$ cat src/rtl/pc_ras_unit.sv
// Fetch-stage program counter with exception/stall handling and a circular
// return-address stack that scores JR-return predictions.
module pc_ras_unit #(
    parameter logic [31:0] RESET_PC   = 32'h0000_0000,
    parameter logic [31:0] EXC_VECTOR = 32'h0000_0080,
    parameter int          RAS_DEPTH  = 4,
    parameter int          BIMM_W     = 16
) (
    input  logic              CLK,
    input  logic              nRST,
    input  logic              ihit,
    input  logic              stall,
    input  logic              exc,
    input  logic              Branch,
    input  logic [BIMM_W-1:0] bimm,
    input  logic              Jump,
    input  logic [25:0]       jimm,
    input  logic              JR,
    input  logic [31:0]       jraddr,
    input  logic              link,
    input  logic              ret,
    output logic [31:0]       pcaddr,
    output logic [31:0]       nxt_pc,
    output logic [31:0]       ras_top,
    output logic              ras_empty,
    output logic              ras_full,
    output logic [15:0]       mispred_cnt
);

    localparam int PW = (RAS_DEPTH > 1) ? $clog2(RAS_DEPTH) : 1;
    localparam int CW = $clog2(RAS_DEPTH + 1);
    localparam logic [CW-1:0] DEPTH_C = CW'(RAS_DEPTH);

    logic [31:0]       pc_r;
    logic [31:0]       pc_n;
    logic [31:0]       ras_mem [RAS_DEPTH];
    logic [PW-1:0]     top_r;
    logic [CW-1:0]     cnt_r;
    logic [15:0]       mispred_r;

    logic signed [BIMM_W-1:0] bimm_s;
    logic signed [31:0]       bimm_ext;
    logic signed [31:0]       boff;
    logic                     adv;
    logic                     push;
    logic                     pop;

    function automatic logic [15:0] sat_inc16(input logic [15:0] v);
        return (v == 16'hFFFF) ? v : v + 16'd1;
    endfunction

    assign bimm_s   = bimm;
    assign bimm_ext = bimm_s;
    assign boff     = bimm_ext <<< 2;

    assign adv  = exc | (ihit & ~stall);
    assign push = adv & link & ~exc;
    // A return with nothing recorded is ignored entirely, including scoring.
    assign pop  = adv & JR & ret & ~exc & (cnt_r != '0);

    assign pcaddr      = pc_r;
    assign nxt_pc      = pc_r + 32'd4;
    assign ras_empty   = (cnt_r == '0);
    assign ras_full    = (cnt_r == DEPTH_C);
    assign ras_top     = ras_empty ? 32'd0 : ras_mem[top_r];
    assign mispred_cnt = mispred_r;

    always_comb begin
        pc_n = nxt_pc;
        if (exc)         pc_n = EXC_VECTOR;
        else if (JR)     pc_n = jraddr;
        else if (Jump)   pc_n = {pc_r[31:28], jimm, 2'b00};
        else if (Branch) pc_n = nxt_pc + $unsigned(boff);
    end

    always_ff @(posedge CLK or negedge nRST) begin
        if (!nRST) begin
            pc_r      <= RESET_PC;
            top_r     <= '0;
            cnt_r     <= '0;
            mispred_r <= '0;
            for (int i = 0; i < RAS_DEPTH; i++) ras_mem[i] <= '0;
        end else if (adv) begin
            pc_r <= pc_n;
            if (exc) begin
                cnt_r <= '0;
            end else if (push && pop) begin
                ras_mem[top_r] <= nxt_pc;
            end else if (push) begin
                // Pointer wraps, so a push on a full stack drops the oldest entry.
                ras_mem[top_r + PW'(1)] <= nxt_pc;
                top_r                   <= top_r + PW'(1);
                if (cnt_r != DEPTH_C) cnt_r <= cnt_r + CW'(1);
            end else if (pop) begin
                top_r <= top_r - PW'(1);
                cnt_r <= cnt_r - CW'(1);
            end
            if (pop && (jraddr != ras_top)) mispred_r <= sat_inc16(mispred_r);
        end
    end

endmodule
$ cat config.mk
export PLATFORM = sky130hd
export DESIGN_NAME = pc_ras_unit
export DESIGN_NICKNAME = d
export VERILOG_FILES = /design/src/rtl/pc_ras_unit.sv
export SDC_FILE = /design/constraint.sdc
export NUM_CORES = 1
export LEC_CHECK = 0
export CAP_MARGIN = 0
export CELL_PAD_IN_SITES_DETAIL_PLACEMENT = 1
export CELL_PAD_IN_SITES_GLOBAL_PLACEMENT = 1
export CORE_MARGIN = 5
export CORE_UTILIZATION = 44
export CTS_CLUSTER_SIZE = 20
export DETAILED_ROUTE_END_ITERATION = 16
export GPL_ROUTABILITY_DRIVEN = 0
export PLACE_DENSITY = 0.92
export SYNTH_ARGS = -nofsm -noshare
export SYNTH_HDL_FRONTEND = slang
export SYNTH_SLANG_ARGS = --single-unit
$ cat constraint.sdc
create_clock -name CLK -period 10.5 [get_ports CLK]
set_input_delay 2.1 -clock CLK [delete_from_list [all_inputs] [get_ports CLK]]
set_output_delay 2.1 -clock CLK [all_outputs]
set_load 0.01 [all_outputs]
======== After elaboration in Yosys (flattened, before gate mapping) ========
Cells that the tools add are included.
storage, ports and cells
  register bits ........................... 181
  input port bits ......................... 84
  output and inout bits ................... 114
  word-level logic and storage cells ...... 78
operators by class
  add/subtract/negate cells ............... 7
  $lt $le $gt $ge ......................... 4
  equality and inequality tests ........... 7
  mux-type cells .......................... 23
  bitwise logic cells ..................... 14
  reductions and logical operators ........ 14
operators with widths
  kind                   count
  $mux 32                9
  $bwmux 128             2
  $mux 128               2
  $demux 32 s2           2
  $bmux 32 s2            1
  $add 32x3->32 const B  1
  $add 32x32->32         1
  $ne 32x32->1           1
  $add 16x1->16 const B  1
  $eq 16x16->1 const B   1
  $mux 3                 5
  $reduce_and 4->1       2
  $and 1x1->1            7
  $ge 3x3->1 const B     2
  $lt 3x1->1 const B     2
  $ne 3x2->1 const B     2
  $not 2->3              2
  $reduce_and 3->1       2
  $reduce_bool 3->1      2
  $logic_and 1x1->1      4
  $mux 2                 2
  $not 1->1              4
  $reduce_bool 2->1      2
  $add 3x1->3 const B    1
  9 further kinds        9

======== Longest topological paths before layout ========
  word-level depth ........................ 11
  depth in mapped cells ................... 17

======== Worst setup path after synthesis ========
Ideal clock, no wire load.
  path type ............................... input port to flip-flop
  start ................................... input port JR
  end ..................................... register ras_mem[60] (netlist name)
  data arrival time ....................... 4431 ps
  required time ........................... 10359 ps
  slack ................................... 5929 ps
  stages on the path ...................... 11
  path through ............................ clkbuf_1 > inv_1 > nor2_1 > and4b_1 > ha_1 > buf_1 > mux2i_1 > nor2_1 > clkbuf_1 > buf_1 > a21oi_1
between the ends
  longest elaborated chain between the ends .. 7
  elaborated cells between the ends (all ways) .. 8
  those cells by class .................... mux (1); bitwise (4); reduce/logical (3)
ends and longest elaborated chain
  element                             line  source
  from (decl)                         18    input logic JR,
  $and 1x1->1 (*) (4 in a row)        59    assign pop = adv & JR & ret & ~exc & (cnt_r != '0);
  $logic_and 1x1->1 (*)               87    end else if (push && pop) begin
  $reduce_bool 2->1 (no source line)  -
  $reduce_and 3->1 (no source line)   -
  to (signal, indexed assignment)     88    ras_mem[top_r] <= nxt_pc;
  to (signal, indexed assignment)     91    ras_mem[top_r + PW'(1)] <= nxt_pc;
  to (decl)                           36    logic [31:0] ras_mem [RAS_DEPTH];
Mark *: on every way between the ends. The rest lies on a longest branch, timed or not.
A chain may end at the register's enable or synchronous reset.

======== Final worst setup path ========
  start ................................... input port stall
  end ..................................... register ras_mem[67] (netlist name)
between the ends
  longest elaborated chain between the ends .. 10
  elaborated cells between the ends (all ways) .. 13
  those cells by class .................... mux (1); bitwise (9); reduce/logical (3)
ends and longest elaborated chain
  element                             line  source
  from (decl)                         12    input logic stall,
  $not 1->1 (*)                       56    assign adv = exc | (ihit & ~stall);
  $and 1x1->1 (*)                     56
  $or 1x1->1 (*)                      56
  $and 1x1->1 (4 in a row)            59
  $logic_and 1x1->1                   87
  $reduce_bool 2->1 (no source line)  -
  $reduce_and 3->1 (no source line)   -
Marked as above.

==> flow_summary.toml <==
[setup_path]
crit_slowest_cell = "nor2_1"
path_max_fanout = 60
endpoint_kind = "flop"
worst_ep_required_time_ns = 10.83
r2r_start = "pcaddr[4]"
path_class = "in2reg"
arrival_ns = 6.34
reg2reg_slack_ns = 5.45
reg2reg_to = "pcaddr[30]"
critical_path.max_stage_delay_ns = 0.87
path_cells = "clkdlybuf4s50_1, nand2b_1, nor2_1, nand2_1, inv_1, ha_1, mux2i_1, nor2_4, buf_4, mux2_2"
reg2reg_depth = 16
start_kind = "input port"

[clocking]
cts.sinks = 181
clk_pin_slew_ns = 0.08
clock_latency_ns = 0.45
clockBufferDepth = 2
hold_buffers = 0
cts-root-buf = "clkbuf_16"
post_cts_resized = 0
cts_tree = "built"
h-tree-depth = 4
post-cts-setup-buffers = 0
numCtsBuffers = 17

[synthesis]
synthArstFlopShare_pct = 100
syn_nets = 1386
synth_area_leaders = "dfrtp_1 40%, a21oi_1 7.7%, nor2_1 6.4%, mux4_2 6.3%, xor2_1 5.2%"
synthMostInstantiatedCell = "nor2_1"
synth-seq-area-share_pct = 39.8
ys.flop_type = "dfrtp_1"
synth_top_area_share_pct = 39.8
ys_ff_latch = 181
netlist_instances = 1258
synthDistinctLibCells = 62
synth_edf_count = 0
synth_area_per_cell_um2 = 9.05
ys_warn_count = 0
yosysTopAreaCell = "dfrtp_1"
synthTopCellsByCount = "193 x nor2_1, 181 x dfrtp_1, 176 x a21oi_1"
synth_area_um2 = 11400

[min_path]
holdPathStages = 1
hold_start = "mispred_cnt[13]"
hold_end = "mispred_cnt[13]"
hold_path_class = "reg2reg"

[layout]
regArea_um2 = 4530
area_growth_pct = 24.4
design_area_um2 = 14200
multi_input_area_um2 = 6410
drive_above_1_share_pct = 7.33
fin_nets = 1548
n_antenna_cell = 0
fillers = 2861

[sta]
timing_hold_violations_final = 0
setup_viol = 0
fin_crit_ns = 6.01
fin_setup_tns_ns = 0
tightest_slew_ns = 1.07
timing.final.crit_share_pct = 57.3
slew_headroom_pct = 28.4
max_freq_mhz = 166
drv_slew = 0
finalClockSkew_ns = 0.0106
rsz0062_at_grt = "false"

[drt]
ant_nets = 0
wl_per_cell_um = 25.3
vias = 11112
drc = 0
drtPass1Iterations = 6
viasPerCell = 6.30
routed_wl_um = 44600
first_iter_violations = 1156

[place]
portBuffers = 197
hpwl_um = 31800
place_area_um2 = 13600

[floorplanning]
rows = 58
die_w_um = 171
die_y_um = 171
core_um2 = 25300
start_util_pct = 45.0
dieArea_um2 = 29200
ios = 198

[flow_run]
cap_violations = 0

[global_route]
met2_usage_pct = 49.9
grt_usage_pct = 30.4
grt_max_degree = 101
use_met1_pct = 37.0
grt_pass1_vias = 11966
grt_pass1_wl_um = 68500
antenna_found_initial = 1
busiest_layer = "met2"
use_met3_pct = 9.03
grt_overflow_total = 0

[pwr]
p_per_area_nw_per_um2 = 206
switching_share_pct = 39.7
vdd_ir_drop_max_v = 0.000153
p_leak_nw = 6.25
p_switching_mw = 1.15
power.total_mw = 2.91
intPower_mw = 1.76
p_comb_share_pct = 41.2
pwr-share-clk_pct = 21.7
seq_power_share_pct = 37.0

[status]
status = "completed"
## cell families after synthesis
group,Yosys count,synth area share [%]
AND/OR/NAND/NOR,428,17.5
AO/OA/AOI/OAI,326,16.6
flip-flops,181,39.8
buffers and inverters,115,4.15
XOR/XNOR,101,7.77
multiplexers,63,9.23
adder cells (fa/ha/maj),44,4.97
## sequential cells by signal, indices dropped and copies added, names as in the netlist
signal / cells
top_r: 2
cnt_r: 3
ras_mem: 128
mispred_cnt: 16
pcaddr: 32
## how the worst max path moves through the flow
stage	from	slack, ns	endpoint	cells after the start
final	stall	4.49	ras_mem[67]	10
after floorplan	JR	5.93	ras_mem[60]	11
after global placement	stall	4.40	ras_mem[34]	10
after global routing	stall	4.24	ras_mem[66]	10
after detailed placement	stall	4.15	ras_mem[67]	10
after CTS	stall	4.58	ras_mem[98]	10
## cell usage in the layout (no fill, tap or decap), types with 7 or more instances in the layout
| master | count |
|---|---|
| mux4_2 | 32 |
| nand4_1 | 9 |
| nor2b_1 | 16 |
| clkdlybuf4s50_1 | 195 |
| nor3_1 | 10 |
| clkbuf_16 | 17 |
| xnor2_1 | 33 |
| nand3_1 | 36 |
| nand2b_1 | 7 |
| dfrtp_1 | 179 |
| mux2i_1 | 15 |
| a21o_1 | 13 |
| and3_1 | 18 |
| inv_1 | 48 |
| nand2_1 | 69 |
| nor2_1 | 189 |
| a21oi_1 | 176 |
| xor2_1 | 68 |
| nor4_1 | 20 |
| a211oi_1 | 14 |
| mux2_2 | 16 |
| buf_4 | 12 |
| o211ai_1 | 8 |
| and2_1 | 34 |
| o21ai_0 | 60 |
| ha_1 | 42 |
## worst max-delay path: cells and delay by family
family / cells / cell delay, ns
simple gates: 4 / 2.03
fa+ha+maj: 1 / 0.34
mux: 2 / 0.58
buf+inv: 3 / 1.23
## metrics by stage
stage | hold WS [ns] | util, % | setup WS, ns | std cells
global route | 0.519 | 55.9 | 4.24 | 1763
global placement | 0.475 | 53.7 | 4.40 | 1731
finish | 0.493 | 55.9 | 4.49 | 1763
floorplan | 0.462 | - | 5.93 | 1258
detailed placement | 0.482 | 53.7 | 4.15 | 1731
CTS | 0.495 | 55.9 | 4.58 | 1763
## routing by layer
layer | share of wire (%) | up-vias
li1 | - | 4758
met1 | 38 | 5534
met2 | 48 | 643
met3 | 9.7 | 177
met4 | 5.0 | 0
met5 | 0 | -
## power groups by stage
stage | sequential [mW] | combinational, mW | clock [mW]
6_report | 1.08 | 1.20 | 0.633
5_1_grt | 1.09 | 1.28 | 0.665
4_1_cts | 1.07 | 1.19 | 0.635
3_5_place_dp | 1.06 | 1.15 | 0
3_3_place_gp | 1.03 | 1.08 | 0
2_1_floorplan | 0.995 | 0.730 | 0
## area by class of cell
type / instances / area share, %
inverters: 49 / 1.30
repair buffers: 209 / 14.5
clock buffers: 17 / 3.00
clock inverters: 15 / 0.963
flip-flops and latches: 181 / 32.0
well taps: 330 / 2.92
multi-input cells: 962 / 45.3
No activity file was read; power rests on OpenSTA's default activity.
